[src/rtl/id_ex_stage_if.sv]
// ID/EX stage bundle: ID handshake, scoreboard hooks, redirect and EX head.
// Perf counter signals exist only when ID_EX_PERF_EN is defined.
interface id_ex_stage_if #(
    parameter int XLEN = 32
);
    logic            id_valid;
    logic            id_ready;
    logic [XLEN-1:0] id_pc;
    logic [XLEN-1:0] id_inst;
    logic [4:0]      id_rd;
    logic            id_rf_wen;
    logic            sb_stall;
    logic            sb_ex_ready;
    logic            redirect;
    logic            ex_valid;
    logic            ex_ready;
    logic [XLEN-1:0] ex_pc;
    logic [XLEN-1:0] ex_inst;
    logic [4:0]      ex_rd;
    logic            ex_rf_wen;
    logic            ex_kill;
`ifdef ID_EX_PERF_EN
    logic [31:0]     perf_stall_cnt;
    logic [31:0]     perf_full_cnt;
    logic [31:0]     perf_kill_cnt;

    modport master (
        output id_valid, id_pc, id_inst, id_rd, id_rf_wen,
        output sb_stall, redirect, ex_ready,
        input  id_ready, sb_ex_ready,
        input  ex_valid, ex_pc, ex_inst, ex_rd, ex_rf_wen, ex_kill,
        input  perf_stall_cnt, perf_full_cnt, perf_kill_cnt
    );

    modport slave (
        input  id_valid, id_pc, id_inst, id_rd, id_rf_wen,
        input  sb_stall, redirect, ex_ready,
        output id_ready, sb_ex_ready,
        output ex_valid, ex_pc, ex_inst, ex_rd, ex_rf_wen, ex_kill,
        output perf_stall_cnt, perf_full_cnt, perf_kill_cnt
    );
`else
    modport master (
        output id_valid, id_pc, id_inst, id_rd, id_rf_wen,
        output sb_stall, redirect, ex_ready,
        input  id_ready, sb_ex_ready,
        input  ex_valid, ex_pc, ex_inst, ex_rd, ex_rf_wen, ex_kill
    );

    modport slave (
        input  id_valid, id_pc, id_inst, id_rd, id_rf_wen,
        input  sb_stall, redirect, ex_ready,
        output id_ready, sb_ex_ready,
        output ex_valid, ex_pc, ex_inst, ex_rd, ex_rf_wen, ex_kill
    );
`endif
endinterface

[src/rtl/id_ex_stage.sv]
// ID->EX 2-entry in-order skid buffer with redirect kill marking.
// Optional perf counters enabled by defining ID_EX_PERF_EN.
module id_ex_stage #(
    parameter int XLEN       = 32,
    parameter int DEPTH_LOG2 = 1
) (
    input  logic         clock,
    input  logic         reset,
    id_ex_stage_if.slave bus
);
    typedef struct packed {
        logic [XLEN-1:0] pc;
        logic [XLEN-1:0] inst;
        logic [4:0]      rd;
        logic            rf_wen;
        logic            kill;
    } entry_t;

    localparam logic [1:0] FULL = 2'(1 << DEPTH_LOG2);

    entry_t     r_e0;
    entry_t     r_e1;
    entry_t     w_e0_n;
    entry_t     w_e1_n;
    entry_t     w_new;
    logic [1:0] r_count;
    logic [1:0] w_count_n;
    logic       w_sb_ex_ready;
    logic       w_id_ready;
    logic       w_ex_valid;
    logic       w_enq;
    logic       w_deq;

    // Full blocks enq even if EX drains this cycle: no ex_ready->id_ready path
    assign w_sb_ex_ready = !reset && (r_count != FULL) && !bus.redirect;
    assign w_id_ready    = w_sb_ex_ready && !bus.sb_stall;
    assign w_ex_valid    = (r_count != 2'd0);
    assign w_enq         = bus.id_valid && w_id_ready;
    assign w_deq         = w_ex_valid && bus.ex_ready;

    always_comb begin
        w_e0_n    = r_e0;
        w_e1_n    = r_e1;
        w_count_n = r_count;
        w_new     = '{pc: bus.id_pc, inst: bus.id_inst, rd: bus.id_rd,
                      rf_wen: bus.id_rf_wen, kill: 1'b0};
        unique case ({w_enq, w_deq})
            2'b10: begin
                if (r_count == 2'd0) w_e0_n = w_new;
                else                 w_e1_n = w_new;
                w_count_n = r_count + 2'd1;
            end
            2'b01: begin
                if (r_count == FULL) w_e0_n = r_e1;
                w_count_n = r_count - 2'd1;
            end
            2'b11: begin
                if (r_count == FULL) begin
                    w_e0_n = r_e1;
                    w_e1_n = w_new;
                end else begin
                    w_e0_n = w_new;
                end
            end
            default: ;
        endcase
        // Only surviving valid entries are marked, so an empty head holds
        if (bus.redirect) begin
            if (w_count_n != 2'd0) w_e0_n.kill = 1'b1;
            if (w_count_n == FULL) w_e1_n.kill = 1'b1;
        end
    end

    always_ff @(posedge clock) begin
        if (reset) begin
            r_e0    <= '0;
            r_e1    <= '0;
            r_count <= 2'd0;
        end else begin
            r_e0    <= w_e0_n;
            r_e1    <= w_e1_n;
            r_count <= w_count_n;
        end
    end

    assign bus.sb_ex_ready = w_sb_ex_ready;
    assign bus.id_ready    = w_id_ready;
    assign bus.ex_valid    = w_ex_valid;
    assign bus.ex_pc       = r_e0.pc;
    assign bus.ex_inst     = r_e0.inst;
    assign bus.ex_rd       = r_e0.rd;
    assign bus.ex_rf_wen   = r_e0.rf_wen;
    assign bus.ex_kill     = r_e0.kill;

`ifdef ID_EX_PERF_EN
    logic [31:0] r_perf_stall;
    logic [31:0] r_perf_full;
    logic [31:0] r_perf_kill;

    always_ff @(posedge clock) begin
        if (reset) begin
            r_perf_stall <= '0;
            r_perf_full  <= '0;
            r_perf_kill  <= '0;
        end else begin
            if (bus.id_valid && bus.sb_stall)
                r_perf_stall <= r_perf_stall + 32'd1;
            if (bus.id_valid && (r_count == FULL))
                r_perf_full <= r_perf_full + 32'd1;
            if (w_deq && r_e0.kill)
                r_perf_kill <= r_perf_kill + 32'd1;
        end
    end

    assign bus.perf_stall_cnt = r_perf_stall;
    assign bus.perf_full_cnt  = r_perf_full;
    assign bus.perf_kill_cnt  = r_perf_kill;
`endif
endmodule

[src/flat_wrapper.sv]
// flat-port wrapper written by rule: the top's interface ports become plain ports
module id_ex_stage_flat 
#(
    parameter int XLEN       = 32,
    parameter int DEPTH_LOG2 = 1
)
  (clock, reset, bus_id_valid, bus_id_pc, bus_id_inst, bus_id_rd, bus_id_rf_wen, bus_sb_stall, bus_redirect, bus_ex_ready, bus_id_ready, bus_sb_ex_ready, bus_ex_valid, bus_ex_pc, bus_ex_inst, bus_ex_rd, bus_ex_rf_wen, bus_ex_kill);
  id_ex_stage_if #(.XLEN(XLEN)) bus_i ();
  input  logic clock;
  input  logic reset;
  input wire logic [$bits(bus_i.id_valid)-1:0] bus_id_valid;
  input wire logic [$bits(bus_i.id_pc)-1:0] bus_id_pc;
  input wire logic [$bits(bus_i.id_inst)-1:0] bus_id_inst;
  input wire logic [$bits(bus_i.id_rd)-1:0] bus_id_rd;
  input wire logic [$bits(bus_i.id_rf_wen)-1:0] bus_id_rf_wen;
  input wire logic [$bits(bus_i.sb_stall)-1:0] bus_sb_stall;
  input wire logic [$bits(bus_i.redirect)-1:0] bus_redirect;
  input wire logic [$bits(bus_i.ex_ready)-1:0] bus_ex_ready;
  output wire logic [$bits(bus_i.id_ready)-1:0] bus_id_ready;
  output wire logic [$bits(bus_i.sb_ex_ready)-1:0] bus_sb_ex_ready;
  output wire logic [$bits(bus_i.ex_valid)-1:0] bus_ex_valid;
  output wire logic [$bits(bus_i.ex_pc)-1:0] bus_ex_pc;
  output wire logic [$bits(bus_i.ex_inst)-1:0] bus_ex_inst;
  output wire logic [$bits(bus_i.ex_rd)-1:0] bus_ex_rd;
  output wire logic [$bits(bus_i.ex_rf_wen)-1:0] bus_ex_rf_wen;
  output wire logic [$bits(bus_i.ex_kill)-1:0] bus_ex_kill;
  assign bus_i.id_valid = bus_id_valid;
  assign bus_i.id_pc = bus_id_pc;
  assign bus_i.id_inst = bus_id_inst;
  assign bus_i.id_rd = bus_id_rd;
  assign bus_i.id_rf_wen = bus_id_rf_wen;
  assign bus_i.sb_stall = bus_sb_stall;
  assign bus_i.redirect = bus_redirect;
  assign bus_i.ex_ready = bus_ex_ready;
  assign bus_id_ready = bus_i.id_ready;
  assign bus_sb_ex_ready = bus_i.sb_ex_ready;
  assign bus_ex_valid = bus_i.ex_valid;
  assign bus_ex_pc = bus_i.ex_pc;
  assign bus_ex_inst = bus_i.ex_inst;
  assign bus_ex_rd = bus_i.ex_rd;
  assign bus_ex_rf_wen = bus_i.ex_rf_wen;
  assign bus_ex_kill = bus_i.ex_kill;
  id_ex_stage #(.XLEN(XLEN), .DEPTH_LOG2(DEPTH_LOG2)) u_core (.clock(clock), .reset(reset), .bus(bus_i));
endmodule
[config.mk]
export PLATFORM = sky130hd
export DESIGN_NAME = id_ex_stage_flat
export DESIGN_NICKNAME = d
export VERILOG_FILES = /design/src/rtl/id_ex_stage_if.sv /design/src/rtl/id_ex_stage.sv /design/src/flat_wrapper.sv
export SDC_FILE = /design/constraint.sdc
export NUM_CORES = 1
export LEC_CHECK = 0
export CAP_MARGIN = 20
export CORE_ASPECT_RATIO = 1.4
export CORE_UTILIZATION = 32
export CTS_CLUSTER_DIAMETER = 200
export CTS_CLUSTER_SIZE = 24
export DETAILED_ROUTE_END_ITERATION = 6
export GPL_ROUTABILITY_DRIVEN = 0
export HOLD_SLACK_MARGIN = 0.1
export SYNTH_ARGS = -nofsm -noshare
export SYNTH_HDL_FRONTEND = slang
export SYNTH_SLANG_ARGS = --single-unit
[constraint.sdc]
create_clock -name clock -period 3 [get_ports clock]
set_clock_uncertainty 0.1 [all_clocks]
set_input_delay 0.75 -clock clock [delete_from_list [all_inputs] [get_ports clock]]
set_output_delay 0.75 -clock clock [all_outputs]
set_load 0.01 [all_outputs]
After elaboration in Yosys (flattened, before gate mapping). Cells that the tools add are included.

Input port bits: 76. Bits in registers: 144. Output and inout port bits: 74. Word-level logic and storage cells: 50.

Reductions and logical operators: 15. Multiplexer cells: 12. Equality and inequality tests: 10. Add/sub/neg operators: 2.

Operators by type and width (count): 71-bit two-way mux (5); 71-bit case mux with 3 select lines (1); 71-bit case mux with 2 select lines (1); 2-bit equality test, second input constant (4); 2-bit by 1-bit inequality test with 1-bit output, second input constant (3); 3-bit AND reduction (2); 2-bit nonzero test (3); 1-bit logical AND (5); 1-bit two-way mux (4); 2-bit inequality test, second input constant (2); 2-bit case mux with 2 select lines (1); 1-bit zero test (3); 3-bit nonzero test (1); 2-bit by 1-bit adder with 2-bit output, second input constant (1); 2-bit by 1-bit equality test with 1-bit output, second input constant (1); 2-bit zero test (1); 2-bit by 1-bit subtractor with 2-bit output, second input constant (1).

Logic depth before layout (Yosys ltp).
Word-level depth: 10. Depth in mapped cells: 12. Gate-level depth less buffers: 9.

Worst setup path before layout. Ideal clock, no wire load.

Path kind: input to register. Start point: input reset. End point: register u_core.r_e0, in the netlist u_core.bus.ex_inst[25]. Slack: 0.059 ns. Data required time: 2.754 ns. Arrival: 2.695 ns. Library setup time: 0.146 ns. Path buffers: 3. Stages: 10. Path through: nor4_1 > nand2_1 > ha_1 > buf_2 > nor3_1 > a21oi_2 > buf_4 > buf_6 > a221oi_1 > a211oi_2.

Cells in the longest elaborated chain, start to end: 8. Elaborated cells on any way between the ends: 13. Those cells by class: eq/ne: 5; mux: 1; reduce/logical: 7.

RTL lines: start: declaration (line flat_wrapper.sv:10) `input logic reset;`; 1-bit zero test (line id_ex_stage.sv:35) `assign w_sb_ex_ready = !reset && (r_count != FULL) && !bus.redirect;`; 1-bit logical AND (2 in series) (line id_ex_stage.sv:35); 1-bit logical AND (line id_ex_stage.sv:36) `assign w_id_ready = w_sb_ex_ready && !bus.sb_stall;`; 1-bit logical AND (line id_ex_stage.sv:38) `assign w_enq = bus.id_valid && w_id_ready;`; 2-bit by 1-bit equality test with 1-bit output / 2-bit equality test (equally long branches) (line id_ex_stage.sv:47) `unique case ({w_enq, w_deq})`; 2-bit by 1-bit inequality test with 1-bit output (no source line) / 3-bit nonzero test (equally long branches); 3-bit AND reduction (no source line); end signal: assignment (line id_ex_stage.sv:80) `r_e0 <= w_e0_n;`; end: declaration (line id_ex_stage.sv:21) `entry_t r_e0;`.

Parallel ways exist; a longest one is shown, timed or not. A chain may end at the register's enable or synchronous reset.

Final worst setup path.
Start point: input bus_redirect. End point: output bus_sb_ex_ready.

Cells in the longest elaborated chain, start to end: 2.

RTL lines: start: declaration (line flat_wrapper.sv:17) `input wire logic [$bits(bus_i.redirect)-1:0] bus_redirect;`; 1-bit zero test (line id_ex_stage.sv:35); 1-bit logical AND (line id_ex_stage.sv:35); end: declaration (line flat_wrapper.sv:20) `output wire logic [$bits(bus_i.sb_ex_ready)-1:0] bus_sb_ex_ready;`.

Every way passes these cells.

==> results.tsv <==
stage	metric	value	unit
worst_setup_path	crit-path most repeated cell	clkdlybuf4s50_1	
sta	worst slew pin tran	1060	ps
sta	Setup-failing EPs final	0	
worst_setup_path	CP max-delay cell	clkdlybuf4s50_1	
clocking	clock slew at reported path FFs	60	ps
status	status	completed	
sta	worst relative slew slack	0.294	
yosys	Mapped Cells	673	
worst_setup_path	CP startpoint kind	input port	
place	hpwl dp	10.6	mm
grt	vias in the first global route	5038	
yosys	Synth Flop Type	dfxtp_1	
power_and_ir_drop	Cell Pwr Density	608	nW/µm²
route	drt pass-1 iters	7	
worst_setup_path	worst r2r src	u_core.r_count[1]$_SDFF_PP0_	
worst_setup_path	CP Capture Type	output pin	
die	IO Pins	150	
power_and_ir_drop	Leakage	3.01	nW
grt	GR Util met2	0.285	
route	antenna-violating nets left	0	
worst_hold_path	Hold WC Path Type	reg -> reg	
power_and_ir_drop	worst vdd ir	287	µV
worst_setup_path	crit-path max FO	2	
yosys	syn_nets	753	
die	Core ar.	18700	µm²
final_layout	commonest non-fill, non-tap cell in the layout	clkdlybuf4s50_1	
sta	sum of negative setup slack	0	ps
clocking	clock sinks	144	
worst_setup_path	CP required	2150	ps
clocking	CTS Hold Bufs	0	
yosys	Cell variety after synth	34	
worst_setup_path	Setup crit start	bus_redirect	
route	final WL	16.0	mm
worst_setup_path	WP data arrival	2080	ps
yosys	Mean Syn Cell Area	9.10	µm²
clocking	H-tree depth	4	
grt	largest net degree at the start of global routing	98	
clocking	Clk Latency, worst-skew pair	420	ps
route	wire length per cell	14.8	µm
place	Port-buffer cells	149	
route	DRC violations left	0	
final_layout	Synth-to-Final Area Change	41.6	%
sta	Hold Vio Cnt, Final	0	
die	Die X-Extent	119	µm
run	Max-Cap Viols	0	
worst_setup_path	crit path cell chain	clkdlybuf4s50_1 -> buf_4 -> nor3_1 -> clkdlybuf4s50_1	
die	Initial Utilization	0.328	
grt	GR Util met1	0.195	
yosys	Synth async-reset ratio	0	
yosys	mapped cell area	6130	µm²
route	vias per cell	4.85	
sta	Fmax achieved	342	MHz
clocking	postcts setup bufs	0	
worst_hold_path	hold wc startpoint	u_core.r_e1[36]$_SDFFE_PP0P_	
yosys	Synth warnings	0	
clocking	maximum root-to-sink buffer count	2	
clocking	Num CTS Buffers	17	
die	Rows	59	
clocking	PostCTS Resize Cnt	0	
grt	GR peak layer	met2	
grt	initial antenna violation count	1	
yosys	Yosys reg bits	144	
yosys	sequential area share after synthesis	0.471	
route	Vias	5231	
die	Die H	166	µm
worst_setup_path	delay-heaviest family, CP	buffers and inverters	
sta	Min Clock Period, post-route	2930	ps
grt	GR Overflow Total	0	
grt	total track usage	0.166	
worst_setup_path	Buf/Inv on CP	3	
grt	wire length of the first global-routing pass	25.9	mm
yosys	number of synthesized flops with an enable pin	0	
worst_setup_path	CP Class	in -> out	
worst_setup_path	max incr delay on CP	570	ps
final_layout	commonest non-fill, non-tap cells in the layout	clkdlybuf4s50_1, dfxtp_1, nand2_1	
final_layout	layout cell share with drive strength beyond 1	0.148	
clocking	CTS tree	done	
final_layout	Layout Nets	900	
die	die footprint	19700	µm²
power_and_ir_drop	Final Power	0.00527	W
sta	fin crit share	0.976	
sta	Pins Over Slew Limit	0	
grt	global routing usage on met3	0.0420	
route	DRT iter0 DRCs	234	
clocking	Clock Root Buffer	clkbuf_16	
==> where the power goes <==
part	internal [W]	switching (W)	total, W
Sequential	0.00206	0.0000799	0.00214
Clock	0.00130	0.000837	0.00213
Combinational	0.000547	0.000455	0.00100
==> registers in the layout (all words and copies together), names as in the netlist <==
| signal | cells |
|---|---|
| u_core.bus.ex_inst | 32 |
| u_core.bus.ex_kill | 1 |
| u_core.bus.ex_pc | 32 |
| u_core.bus.ex_rd | 5 |
| u_core.bus.ex_rf_wen | 1 |
| u_core.r_count | 2 |
| u_core.r_e1 | 71 |
==> final cells by class <==
class / instances / area [µm²]
Clock inverter: 11 / 128
Timing Repair Buffer: 193 / 2030
Clock buffer: 21 / 470
Fill cell: 1822 / 10000
Antenna cell: 1 / 2.50
Sequential cell: 144 / 2880
Multi-Input combinational cell: 390 / 2570
Inverter: 74 / 278
Tap cell: 244 / 305
==> metrics by stage <==
stage                     hold WS, ps  setup WS, ps  cell area [µm²]   util  instances
after floorplan                   336          59.0             6130      -        673
after global placement            341          -201             8060  0.432       1045
after detailed placement          344          -231             8060  0.432       1045
after CTS                         356          34.3             8660  0.464       1077
after global routing              368         -19.4             8670  0.464       1078
final                             354          72.8             8670  0.464       1078
==> worst paths after layout <==
kind	slack (ps)	cells after the start	endpoint
max	70	4	bus_sb_ex_ready
min	350	2	u_core.r_e1[36]$_SDFFE_PP0P_
max reg2reg	350	11	u_core.bus.ex_rd[3]$_SDFFE_PP0P_
min reg2reg	350	2	u_core.r_e1[36]$_SDFFE_PP0P_
==> synth_stat cells (4+ instances only) <==
cell / number / area, µm²
a221oi_2: 20 / 300
a211oi_2: 20 / 250
inv_1: 74 / 278
buf_6: 16 / 180
clkbuf_1: 17 / 63.8
buf_4: 11 / 82.6
nand2_1: 142 / 533
dfxtp_1: 144 / 2880
a211oi_1: 51 / 383
ha_1: 4 / 50.1
buf_2: 21 / 105
a221oi_1: 50 / 438
a21oi_1: 73 / 365
==> cells by family after synthesis <==
group	after synthesis	share of synthesized area
AND/OR/NAND/NOR	162	0.107
flip-flops	144	0.471
AO/OA/AOI/OAI	222	0.296
buffers and inverters	139	0.116
XOR/XNOR	1	0.00143
adder cells (fa/ha/maj)	4	0.00817
multiplexers	1	0.00163
==> per-layer routing <==
metal  routed length [µm]  vias up
li1                     -     2655
met1                 6830     2427
met2                 8180      130
met3                  727       19
met4                  275        0
met5                    0        -
==> worst register-to-register path, cell delays in order, from the launching register on <==
cell      delay [ps]
dfxtp_1          490
nor2b_4          300
nor4_2            70
nand2_1          120
inv_1             70
buf_4            130
ha_1             210
buf_4            140
o21a_4           280
buf_12           180
a221oi_1         300
a211oi_1          90
Power figures use the tool's default switching activity.
